### src/rtl/alu_multicycle_pkg.sv
// Shared types and range helpers for the multi-cycle picoMIPS ALU.
// Values are carried as 64-bit signed intermediates so one helper serves any N up to 32.
package cpuConfig;

  typedef enum logic [2:0] {
    ALU_A   = 3'd0,
    ALU_ADD = 3'd1,
    ALU_MUL = 3'd2,
    ALU_B   = 3'd3,
    ALU_SUB = 3'd4
  } aluFunc_t;

  typedef enum logic {
    IDLE = 1'b0,
    MUL  = 1'b1
  } aluState_t;

  function automatic logic overflows(input logic signed [63:0] v, input int unsigned n);
    logic signed [63:0] hi;
    logic signed [63:0] lo;
    hi = (64'sd1 <<< (n - 1)) - 64'sd1;
    lo = -(64'sd1 <<< (n - 1));
    return (v > hi) || (v < lo);
  endfunction

  function automatic logic signed [63:0] saturate(input logic signed [63:0] v, input int unsigned n);
    logic signed [63:0] hi;
    logic signed [63:0] lo;
    hi = (64'sd1 <<< (n - 1)) - 64'sd1;
    lo = -(64'sd1 <<< (n - 1));
    if (v > hi) return hi;
    if (v < lo) return lo;
    return v;
  endfunction

endpackage

### src/rtl/alu_multicycle_mul.sv
// Unsigned N x N iterative shift-add multiplier: one partial product per step.
module seq_mul #(
  parameter int N = 8
) (
  input  logic                 clk,
  input  logic                 nReset,
  input  logic                 load,
  input  logic                 step,
  input  logic [N-1:0]         mcand,
  input  logic [N-1:0]         mplier,
  output logic [$clog2(N)-1:0] count,
  output logic [2*N-1:0]       product
);
  localparam int CW = $clog2(N);

  logic [2*N-1:0] acc;
  logic [2*N-1:0] mcand_sh;
  logic [N-1:0]   mplier_sh;

  // Accumulator value after the step taken at the coming edge; on the final step
  // this is the full product, letting the caller register it in the same edge.
  always_comb begin
    product = mplier_sh[0] ? acc + mcand_sh : acc;
  end

  always_ff @(posedge clk) begin
    if (!nReset) begin
      acc       <= '0;
      mcand_sh  <= '0;
      mplier_sh <= '0;
      count     <= '0;
    end else if (load) begin
      acc       <= '0;
      mcand_sh  <= {{N{1'b0}}, mcand};
      mplier_sh <= mplier;
      count     <= CW'(N - 1);
    end else if (step) begin
      acc       <= product;
      mcand_sh  <= mcand_sh << 1;
      mplier_sh <= mplier_sh >> 1;
      count     <= count - CW'(1);
    end
  end
endmodule

### src/rtl/alu_multicycle.sv
// Sequential ALU: single-cycle A/B/ADD/SUB, N-cycle fixed-point MUL (a is Q(N-F).F, b integer).
// Owns the FSM, sign handling, scaling by F, saturation and the registered flags.
module alu_multicycle
  import cpuConfig::*;
#(
  parameter int N   = 8,
  parameter int F   = 7,
  parameter int SAT = 1
) (
  input  logic         clk,
  input  logic         nReset,
  input  logic         start,
  input  aluFunc_t     func,
  input  logic [N-1:0] a,
  input  logic [N-1:0] b,
  output logic         busy,
  output logic         done,
  output logic [N-1:0] result,
  output logic         zero,
  output logic         neg,
  output logic         ovf
);
  aluState_t state;
  logic      sign_q;

  logic                 mul_load;
  logic                 mul_step;
  logic [N-1:0]         mag_a;
  logic [N-1:0]         mag_b;
  logic [$clog2(N)-1:0] mul_count;
  logic [2*N-1:0]       mul_product;

  logic signed [63:0] a_ext, b_ext, op_val, mul_val, fin_val, sat_val, sel_val;
  logic [63:0]        mul_mag;
  logic [2*N-1:0]     mul_scaled;
  logic               op_chk, fin_chk, fin_ovf;
  logic [N-1:0]       fin_res;

  assign mul_load = (state == IDLE) && start && (func == ALU_MUL);
  assign mul_step = (state == MUL);

  always_comb begin
    mag_a = a[N-1] ? -a : a;
    mag_b = b[N-1] ? -b : b;
  end

  seq_mul #(.N(N)) u_mul (
    .clk     (clk),
    .nReset  (nReset),
    .load    (mul_load),
    .step    (mul_step),
    .mcand   (mag_a),
    .mplier  (mag_b),
    .count   (mul_count),
    .product (mul_product)
  );

  always_comb begin
    a_ext  = 64'(signed'(a));
    b_ext  = 64'(signed'(b));
    op_val = '0;
    op_chk = 1'b0;
    case (func)
      ALU_A:   op_val = a_ext;
      ALU_B:   op_val = b_ext;
      ALU_ADD: begin op_val = a_ext + b_ext; op_chk = 1'b1; end
      ALU_SUB: begin op_val = a_ext - b_ext; op_chk = 1'b1; end
      default: op_val = '0;
    endcase

    // Scale the magnitude first so truncation is toward zero, then restore the sign.
    mul_scaled = mul_product >> F;
    mul_mag    = 64'(mul_scaled);
    mul_val    = sign_q ? -signed'(mul_mag) : signed'(mul_mag);

    fin_val = (state == MUL) ? mul_val : op_val;
    fin_chk = (state == MUL) ? 1'b1 : op_chk;
    fin_ovf = fin_chk && overflows(fin_val, N);
    sat_val = saturate(fin_val, N);
    sel_val = ((SAT != 0) && fin_ovf) ? sat_val : fin_val;
    fin_res = N'(sel_val);
  end

  always_ff @(posedge clk) begin
    if (!nReset) begin
      state  <= IDLE;
      sign_q <= 1'b0;
      busy   <= 1'b0;
      done   <= 1'b0;
      result <= '0;
      zero   <= 1'b0;
      neg    <= 1'b0;
      ovf    <= 1'b0;
    end else begin
      done <= 1'b0;
      case (state)
        IDLE: begin
          if (start) begin
            if (func == ALU_MUL) begin
              state  <= MUL;
              busy   <= 1'b1;
              sign_q <= a[N-1] ^ b[N-1];
            end else begin
              done   <= 1'b1;
              result <= fin_res;
              zero   <= (fin_res == '0);
              neg    <= fin_res[N-1];
              ovf    <= fin_ovf;
            end
          end
        end
        MUL: begin
          if (mul_count == '0) begin
            state  <= IDLE;
            busy   <= 1'b0;
            done   <= 1'b1;
            result <= fin_res;
            zero   <= (fin_res == '0);
            neg    <= fin_res[N-1];
            ovf    <= fin_ovf;
          end
        end
        default: state <= IDLE;
      endcase
    end
  end
endmodule

### config.mk
export PLATFORM = sky130hd
export DESIGN_NAME = alu_multicycle
export DESIGN_NICKNAME = d
export VERILOG_FILES = /design/src/rtl/alu_multicycle_pkg.sv /design/src/rtl/alu_multicycle_mul.sv /design/src/rtl/alu_multicycle.sv
export SDC_FILE = /design/constraint.sdc
export NUM_CORES = 1
export LEC_CHECK = 0
export CAP_MARGIN = 20
export CORE_MARGIN = 2
export CORE_UTILIZATION = 40
export CTS_BUF_LIST = sky130_fd_sc_hd__clkbuf_8
export DETAILED_ROUTE_END_ITERATION = 10
export GPL_TIMING_DRIVEN = 0
export SLEW_MARGIN = 10
export SYNTH_ARGS = -nofsm -noshare
export SYNTH_HDL_FRONTEND = slang
export SYNTH_SLANG_ARGS = --single-unit
### constraint.sdc
create_clock -name clk -period 9.8 [get_ports clk]
set_clock_uncertainty 0.1 [all_clocks]
set_input_delay 1.47 -clock clk [delete_from_list [all_inputs] [get_ports clk]]
set_output_delay 1.47 -clock clk [all_outputs]
set_load 0.1 [all_outputs]
==> impl_metrics.prom, run 1 <==
# TYPE chip_impl_metric gauge
chip_impl_metric{name="timing_hold_violations_final",unit=""} 0
chip_impl_metric{name="finalSetupTns",unit="ns"} 0
chip_impl_metric{name="worst_relative_slew_slack",unit="%"} 34.7
chip_impl_metric{name="yosys_warnings",unit=""} 0
chip_impl_metric{name="layout-drive-gt1-share",unit="%"} 8.70
chip_impl_metric{name="num_antenna_cells",unit=""} 0
chip_impl_metric{name="routed_via_density",unit=""} 5.73
chip_impl_info{name="netlist.top_cell.by_area",value="sky130_fd_sc_hd__dfxtp_1"} 1
chip_impl_metric{name="routed_wirelength",unit="mm"} 13.4
chip_impl_info{name="hold_class",value="reg2reg"} 1
chip_impl_info{name="route.top_layer_used",value="met4"} 1
chip_impl_metric{name="worstPathRequired",unit="ns"} 9.93
chip_impl_metric{name="post_cts.repair.setup_buffers",unit=""} 0
chip_impl_info{name="timing.critical_path.to_type",value="flop"} 1
chip_impl_metric{name="synth_edf_count",unit=""} 0
chip_impl_metric{name="first_pass_iters",unit=""} 5
chip_impl_metric{name="reg2regPathDepth",unit=""} 23
chip_impl_metric{name="initial_utilization",unit="%"} 41.1
chip_impl_metric{name="grt_pass1_wl",unit="mm"} 22.0
chip_impl_metric{name="port_buffers",unit=""} 31
chip_impl_metric{name="met2_wirelength",unit="mm"} 6.22
chip_impl_metric{name="top_level_i_o_count",unit=""} 35
chip_impl_metric{name="cell_rows",unit=""} 39
chip_impl_metric{name="synth_top_area_share",unit="%"} 24.3
chip_impl_metric{name="dr_total_vias",unit=""} 4506
chip_impl_metric{name="global_route.usage.total",unit="%"} 21.4
chip_impl_metric{name="area_growth",unit="%"} 15.3
chip_impl_metric{name="post_cts_hold_buffer_count",unit=""} 0
chip_impl_info{name="critical_path.startpoint_type",value="input pin"} 1
chip_impl_metric{name="seq_area_frac_synth",unit="%"} 24.3
chip_impl_metric{name="wire_per_inst",unit="µm"} 17.0
chip_impl_metric{name="postSynthNetCount",unit=""} 651
chip_impl_info{name="synth_flop_cell",value="sky130_fd_sc_hd__dfxtp_1"} 1
chip_impl_metric{name="timing.hold.worst_path_depth",unit=""} 2
chip_impl_metric{name="fp.dieArea",unit="µm²"} 12600
chip_impl_info{name="worst_r2r_dst",value="result[6]"} 1
chip_impl_metric{name="syn-cell-area",unit="µm²"} 4690
chip_impl_metric{name="post_synth_num_cell_types",unit=""} 73
chip_impl_metric{name="gp_congestion",unit=""} 0.902
chip_impl_info{name="synthTopCellsByArea",value="sky130_fd_sc_hd__dfxtp_1 (24%), sky130_fd_sc_hd__ha_1 (8.0%), sky130_fd_sc_hd__nand2_1 (5.2%)"} 1
chip_impl_metric{name="total_count_of_max_transition_violations_in_the_final_report",unit=""} 0
chip_impl_metric{name="pin_count_of_the_biggest_net_entering_global_routing",unit=""} 11
chip_impl_metric{name="finalSetupViolCount",unit=""} 0
chip_impl_info{name="grt_setup_unrepaired",value="no"} 1
chip_impl_metric{name="met3WireLength",unit="µm"} 534
chip_impl_metric{name="drt.antenna.violating_nets",unit=""} 0
chip_impl_metric{name="x_dimension_of_the_die",unit="µm"} 112
chip_impl_metric{name="min_period",unit="ns"} 5.57
chip_impl_info{name="cts_tree",value="built"} 1
chip_impl_metric{name="fillerInstances",unit=""} 1163
chip_impl_info{name="rr_startpoint",value="u_mul.mcand_sh[0]"} 1
chip_impl_metric{name="ys_seq_elements",unit=""} 57
chip_impl_metric{name="power.total",unit="µW"} 684
chip_impl_metric{name="setup.reg_to_reg.worst_slack",unit="ns"} 5.03
chip_impl_metric{name="routedLengthMet1",unit="mm"} 6.35
chip_impl_metric{name="die_h",unit="µm"} 112
chip_impl_info{name="run_status",value="complete, no violations"} 1
chip_impl_metric{name="nets",unit=""} 693
chip_impl_metric{name="final.period_utilization",unit="%"} 56.9
chip_impl_metric{name="core_region",unit="µm²"} 11400
chip_impl_metric{name="cts_num_sinks",unit=""} 57
chip_impl_info{name="clock_tree.root_cell",value="sky130_fd_sc_hd__clkbuf_8"} 1
chip_impl_metric{name="grt.overflow.total",unit=""} 0
chip_impl_metric{name="arrival",unit="ns"} 5.70
chip_impl_metric{name="antenna_violations_before_repair",unit=""} 0
chip_impl_metric{name="htree_levels",unit=""} 3
chip_impl_metric{name="clock_path_buffers",unit=""} 2
chip_impl_metric{name="leakagePower",unit="µW"} 0.00207
chip_impl_metric{name="grt_pass1_vias",unit=""} 4370
chip_impl_metric{name="irDropWorstVdd",unit="mV"} 0.0735
chip_impl_metric{name="clock.fmax",unit="MHz"} 179
chip_impl_metric{name="power.density",unit="nW/µm²"} 126
chip_impl_metric{name="synth_area_per_cell",unit="µm²"} 7.86
chip_impl_info{name="holdPathEnd",value="u_mul.acc[0]"} 1
chip_impl_metric{name="cts.clk_slew.worst_paths",unit="ns"} 0.07
chip_impl_metric{name="clock_network_latency_to_the_later_pin_of_the_worst_skew_pair",unit="ns"} 0.34
chip_impl_metric{name="detailedPlacementHpwl",unit="mm"} 10.4
chip_impl_metric{name="drv.max_cap_violation_count",unit=""} 0
chip_impl_metric{name="detailedRoute.firstIterationViolations",unit=""} 261
chip_impl_metric{name="postCtsResizedCells",unit=""} 0
chip_impl_metric{name="remaining_drc_errors",unit=""} 0
chip_impl_info{name="path_class",value="in2reg"} 1
chip_impl_metric{name="worst_slew_pin_slew",unit="ns"} 0.976
chip_impl_metric{name="numCtsBuffers",unit=""} 9
chip_impl_metric{name="worstPathMaxFanout",unit=""} 10
chip_impl_metric{name="synth-async-reset-ratio",unit="%"} 0
chip_impl_metric{name="syn-instance-count",unit=""} 597
chip_impl_info{name="min-delay-start",value="u_mul.acc[0]"} 1
-- metrics by stage --
step / hold slack, ns / cells / area (µm²) / setup WS, ns / util (%)
after floorplan: 0.340 / 597 / 4690 / 4.87 / -
after global placement: 0.353 / 771 / 5180 / 3.98 / 45.4
after detailed placement: 0.359 / 771 / 5180 / 3.92 / 45.4
after CTS: 0.369 / 787 / 5410 / 4.27 / 47.4
after global routing: 0.398 / 787 / 5410 / 3.93 / 47.4
final: 0.369 / 787 / 5410 / 4.23 / 47.4
-- power breakdown --
group	switching, µW	total, µW	leakage, µW	internal (µW)
logic	118	183	0.00149	64.8
registers	5.12	245	0.000463	240
clock network	100	257	0.000115	156
total	223	684	0.00207	461
-- critical path, stage by stage --
cell                              delay (ns)
sky130_fd_sc_hd__clkdlybuf4s50_1        0.57
sky130_fd_sc_hd__or3b_2                 0.52
sky130_fd_sc_hd__clkbuf_1               0.26
sky130_fd_sc_hd__o21ai_0                0.36
sky130_fd_sc_hd__inv_1                  0.09
sky130_fd_sc_hd__ha_1                   0.28
sky130_fd_sc_hd__a21o_1                 0.18
sky130_fd_sc_hd__a21oi_1                0.33
sky130_fd_sc_hd__o211ai_1               0.18
sky130_fd_sc_hd__a21o_1                 0.18
sky130_fd_sc_hd__a311o_1                0.37
sky130_fd_sc_hd__o31ai_4                0.08
sky130_fd_sc_hd__nor3_2                 0.09
sky130_fd_sc_hd__o31ai_2                0.33
sky130_fd_sc_hd__and2_1                 0.19
sky130_fd_sc_hd__buf_6                  0.15
sky130_fd_sc_hd__a21oi_2                0.06
-- cell usage after synthesis, drive strengths merged (10+ instances only) --
cell type	count
nor2	55
clkbuf	25
dfxtp	57
nor3	10
ha	30
o21ai	32
nand3	15
buf	14
a21oi	54
inv	21
xor2	20
mux2i	18
nand2	65
xnor2	23
nor2b	12
-- placed cells by master (no fill, tap or decap), types with 3 or more instances in the layout --
cell type and n:
sky130_fd_sc_hd__a211o_1 3, sky130_fd_sc_hd__a211oi_1 8, sky130_fd_sc_hd__a21boi_0 8, sky130_fd_sc_hd__a21o_1 8, sky130_fd_sc_hd__a21oi_1 41, sky130_fd_sc_hd__a21oi_2 11, sky130_fd_sc_hd__a221oi_1 4, sky130_fd_sc_hd__a22oi_1 9
sky130_fd_sc_hd__a31oi_1 7, sky130_fd_sc_hd__a41o_1 3, sky130_fd_sc_hd__and2_1 9, sky130_fd_sc_hd__and3_1 4, sky130_fd_sc_hd__buf_1 5, sky130_fd_sc_hd__buf_2 5, sky130_fd_sc_hd__clkbuf_1 25, sky130_fd_sc_hd__clkbuf_8 11
sky130_fd_sc_hd__clkdlybuf4s50_1 31, sky130_fd_sc_hd__dfxtp_1 57, sky130_fd_sc_hd__ha_1 30, sky130_fd_sc_hd__inv_1 21, sky130_fd_sc_hd__mux2i_1 18, sky130_fd_sc_hd__nand2_1 65, sky130_fd_sc_hd__nand2b_1 7, sky130_fd_sc_hd__nand3_1 15
sky130_fd_sc_hd__nand4_1 6, sky130_fd_sc_hd__nor2_1 55, sky130_fd_sc_hd__nor2b_1 12, sky130_fd_sc_hd__nor3_1 9, sky130_fd_sc_hd__o211ai_1 5, sky130_fd_sc_hd__o21ai_0 30, sky130_fd_sc_hd__o221ai_1 5, sky130_fd_sc_hd__o31ai_1 4
sky130_fd_sc_hd__or3_1 6, sky130_fd_sc_hd__xnor2_1 23, sky130_fd_sc_hd__xor2_1 20
-- state kept, by name, summed over array words and instances (netlist names) --
register	flops
result	8
u_mul.mplier_sh	8
sign_q	1
busy	1
done	1
zero	1
u_mul.acc	16
ovf	1
u_mul.mcand_sh	16
mul_step	1
u_mul.count	3
-- layer usage --
layer	up-vias	GRT usage (%)
met3	23	2.75
met4	0	5.77
met2	103	36.4
met1	2133	28.6
met5	-	0
li1	2247	-
-- layout make-up --
cell class / count / area (µm²) / share of cell area (%)
Sequential cell: 57 / 1140 / 21.1
Clock buffer: 11 / 151 / 2.80
Tap cell: 143 / 179 / 3.31
Inverter: 21 / 78.8 / 1.46
Timing Repair Buffer: 31 / 310 / 5.73
Buffer: 39 / 175 / 3.24
Multi-Input combinational cell: 480 / 3300 / 60.9
Clock inverter: 5 / 77.6 / 1.43
-- worst max-delay path by stage --
stage	start	end	slack, ns
final	func[2]	result[6]	4.23
after global routing	func[2]	result[6]	3.93
after CTS	func[2]	result[4]	4.27
after detailed placement	func[2]	result[4]	3.92
after global placement	func[2]	result[0]	3.98
after floorplan	func[1]	result[6]	4.87
-- logic make-up after synthesis --
logic type      Yosys count  synth area share, %
xor+xnor                 43                 8.02
fa+ha+maj                32                 8.85
buf+inv                  60                 5.41
flops                    57                 24.3
compound gates          181                 28.3
simple gates            204                 20.8
mux                      20                 4.32
Note: power is estimated with default switching activity, not from simulation.
==> inputs of run 2 (changes only) <==
clock period = 4.92 ns   (was 9.8 ns; I/O delays follow)
==> impl_metrics.prom, run 2 (synthesized netlist as in run 1, its figures left out) <==
# TYPE chip_impl_metric gauge
chip_impl_info{name="run_status",value="complete, no violations"} 1
chip_impl_metric{name="clock.fmax",unit="MHz"} 215
chip_impl_metric{name="final.period_utilization",unit="%"} 94.5
chip_impl_info{name="largest_registers",value="u_mul.acc x16, u_mul.mcand_sh x16"} 1
chip_impl_metric{name="layout-drive-gt1-share",unit="%"} 9.61
chip_impl_info{name="critical_path.startpoint_type",value="input pin"} 1
chip_impl_metric{name="post_cts_hold_buffer_count",unit=""} 0
chip_impl_metric{name="cts.clk_slew.worst_paths",unit="ns"} 0.07
chip_impl_info{name="crit_path_cell_trace",value="clkdlybuf4s50_1, or3b_2, clkbuf_1, o21ai_2, inv_1, ha_1, a21o_1, a21oi_1, o211ai_1, a21o_1, a311o_1, o31ai_4, nor3_2, o31ai_4, and2_1, buf_6, a21oi_2"} 1
chip_impl_metric{name="cts_num_sinks",unit=""} 57
chip_impl_metric{name="timing.hold.worst_path_depth",unit=""} 2
chip_impl_metric{name="final-seq-area",unit="µm²"} 1140
chip_impl_info{name="grt_most_used_layer",value="met2"} 1
chip_impl_info{name="critical_path_end",value="result[6]"} 1
chip_impl_info{name="mostFrequentLayoutCells",value="sky130_fd_sc_hd__nand2_1 (64), sky130_fd_sc_hd__dfxtp_1 (56), sky130_fd_sc_hd__nor2_1 (55)"} 1
chip_impl_metric{name="setup.reg_to_reg.worst_slack",unit="ns"} 0.29
chip_impl_metric{name="x_dimension_of_the_die",unit="µm"} 112
chip_impl_metric{name="antenna_violations_before_repair",unit=""} 0
chip_impl_info{name="clock_tree.root_cell",value="sky130_fd_sc_hd__clkbuf_8"} 1
chip_impl_metric{name="timing.hold.ws",unit="ns"} 0.371
chip_impl_metric{name="grt_pass1_vias",unit=""} 4370
chip_impl_metric{name="wire_per_inst",unit="µm"} 17.1
chip_impl_metric{name="remaining_drc_errors",unit=""} 0
chip_impl_metric{name="grt_use_met2",unit="%"} 36.4
chip_impl_metric{name="area_growth",unit="%"} 15.9
chip_impl_info{name="worst_r2r_dst",value="result[5]"} 1
chip_impl_metric{name="die_h",unit="µm"} 112
chip_impl_metric{name="multi_input_logic_area",unit="µm²"} 3320
chip_impl_info{name="hold_class",value="reg2reg"} 1
chip_impl_metric{name="drt.antenna.violating_nets",unit=""} 0
chip_impl_info{name="rr_startpoint",value="u_mul.mcand_sh[0]"} 1
chip_impl_metric{name="htree_levels",unit=""} 3
chip_impl_metric{name="clock_path_buffers",unit=""} 2
chip_impl_metric{name="routed_via_density",unit=""} 5.75
chip_impl_metric{name="port_buffers",unit=""} 31
chip_impl_metric{name="finalSetupViolCount",unit=""} 0
chip_impl_metric{name="grt_pass1_wl",unit="mm"} 22.0
chip_impl_metric{name="worst_slew_pin_slew",unit="ns"} 0.976
chip_impl_metric{name="placement.setup.worst_slack",unit="ns"} -0.227
chip_impl_metric{name="nets",unit=""} 694
chip_impl_metric{name="top_level_i_o_count",unit=""} 35
chip_impl_metric{name="layout_setup_ws",unit="ns"} 0.271
chip_impl_metric{name="initial_utilization",unit="%"} 41.1
chip_impl_metric{name="arrival",unit="ns"} 4.78
chip_impl_metric{name="worstPathRequired",unit="ns"} 5.05
chip_impl_metric{name="min_period",unit="ns"} 4.65
chip_impl_metric{name="cell_rows",unit=""} 39
chip_impl_metric{name="pin_count_of_the_biggest_net_entering_global_routing",unit=""} 11
chip_impl_metric{name="met1_track_usage_gr",unit="%"} 28.6
chip_impl_metric{name="reg2regPathDepth",unit=""} 22
chip_impl_info{name="timing.critical_path.to_type",value="flop"} 1
chip_impl_metric{name="gp_congestion",unit=""} 0.902
chip_impl_metric{name="clock_network_latency_to_the_later_pin_of_the_worst_skew_pair",unit="ns"} 0.34
chip_impl_metric{name="drv.max_cap_violation_count",unit=""} 0
chip_impl_metric{name="fp.dieArea",unit="µm²"} 12600
chip_impl_metric{name="utilization",unit="%"} 47.6
chip_impl_metric{name="num_antenna_cells",unit=""} 0
chip_impl_metric{name="max_stage_delay",unit="ns"} 0.57
chip_impl_info{name="cell_type_of_the_slowest_stage_on_the_worst_timing_path",value="sky130_fd_sc_hd__clkdlybuf4s50_1"} 1
chip_impl_metric{name="worstPathMaxFanout",unit=""} 10
chip_impl_metric{name="timing_hold_violations_final",unit=""} 0
chip_impl_metric{name="worst_relative_slew_slack",unit="%"} 34.7
chip_impl_metric{name="first_pass_iters",unit=""} 5
chip_impl_info{name="setup.worst_path.start",value="func[2]"} 1
chip_impl_info{name="commonest_non_fill_non_tap_cell_in_the_layout",value="sky130_fd_sc_hd__nand2_1"} 1
chip_impl_metric{name="global_route_met3_utilization",unit="%"} 2.75
chip_impl_metric{name="grt.overflow.total",unit=""} 0
chip_impl_metric{name="critical_path_buf_inv_count",unit=""} 4
chip_impl_metric{name="irDropWorstVdd",unit="mV"} 0.147
chip_impl_metric{name="power.density",unit="nW/µm²"} 251
chip_impl_metric{name="global_route.usage.total",unit="%"} 21.4
chip_impl_metric{name="fillerInstances",unit=""} 1157
chip_impl_info{name="worst_path_dominant_cell_family",value="compound AO/OA/AOI/OAI gates"} 1
chip_impl_metric{name="routed_wirelength",unit="mm"} 13.5
chip_impl_info{name="cts_tree",value="built"} 1
chip_impl_metric{name="leakagePower",unit="µW"} 0.00208
chip_impl_metric{name="dr_total_vias",unit=""} 4528
chip_impl_info{name="path_class",value="in2reg"} 1
chip_impl_metric{name="numCtsBuffers",unit=""} 9
chip_impl_metric{name="detailedRoute.firstIterationViolations",unit=""} 280
chip_impl_metric{name="crit_cells",unit=""} 17
chip_impl_metric{name="total_count_of_max_transition_violations_in_the_final_report",unit=""} 0
chip_impl_metric{name="detailedPlacementHpwl",unit="mm"} 10.4
chip_impl_metric{name="core_region",unit="µm²"} 11400
## run 2: through the flow
step	TNS, ns	total power (µW)	instances	area (µm²)
2_1_floorplan	0	762	597	4690
3_3_place_gp	-1.19	855	771	5180
3_5_place_dp	-1.57	859	771	5180
4_1_cts	0	1370	787	5410
5_1_grt	-0.00750	1430	788	5440
6_report	0	1370	788	5440
## run 2: cell type report
type	instances	share of cell area (%)
Clock inverter	5	1.43
Sequential cell	57	21.0
Tap cell	143	3.29
Multi-Input combinational cell	480	61.0
Clock buffer	11	2.78
Inverter	21	1.45
Timing Repair Buffer	32	5.84
Buffer	39	3.22
## run 2: worst min-delay path by stage
stage | start | to
after global routing | u_mul.acc[0] | u_mul.acc[0]
after detailed placement | u_mul.acc[0] | u_mul.acc[0]
final | u_mul.acc[0] | u_mul.acc[0]
after global placement | u_mul.acc[0] | u_mul.acc[0]
after CTS | u_mul.acc[0] | u_mul.acc[0]
after floorplan | u_mul.acc[0] | u_mul.acc[0]
## run 2: power by group
group	switching (µW)	internal [µW]
clock	201	311
combinational	237	131
sequential	10.2	477
## run 2: what timing repair did
item / CTS / global route
setup buffers: 0 / 1
endpoints found under the setup margin: 0 / 9
gates resized for setup: 0 / 7
endpoints found under the hold margin: 0 / 0
## run 2: tightest hold or removal path: cells and delay by family, from the launching register on
family | cells | cell delay [ns]
flip-flops | 1 | 0.32
AO/OA/AOI/OAI | 1 | 0.05
AND/OR/NAND/NOR | 1 | 0.06
## run 2: routing by layer
metal | vias up | wire length, µm | share of wire, %
met5 | - | 0 | 0
met4 | 0 | 251 | 1.9
met3 | 26 | 527 | 3.9
met2 | 99 | 6230 | 46
met1 | 2152 | 6460 | 48
li1 | 2251 | - | -
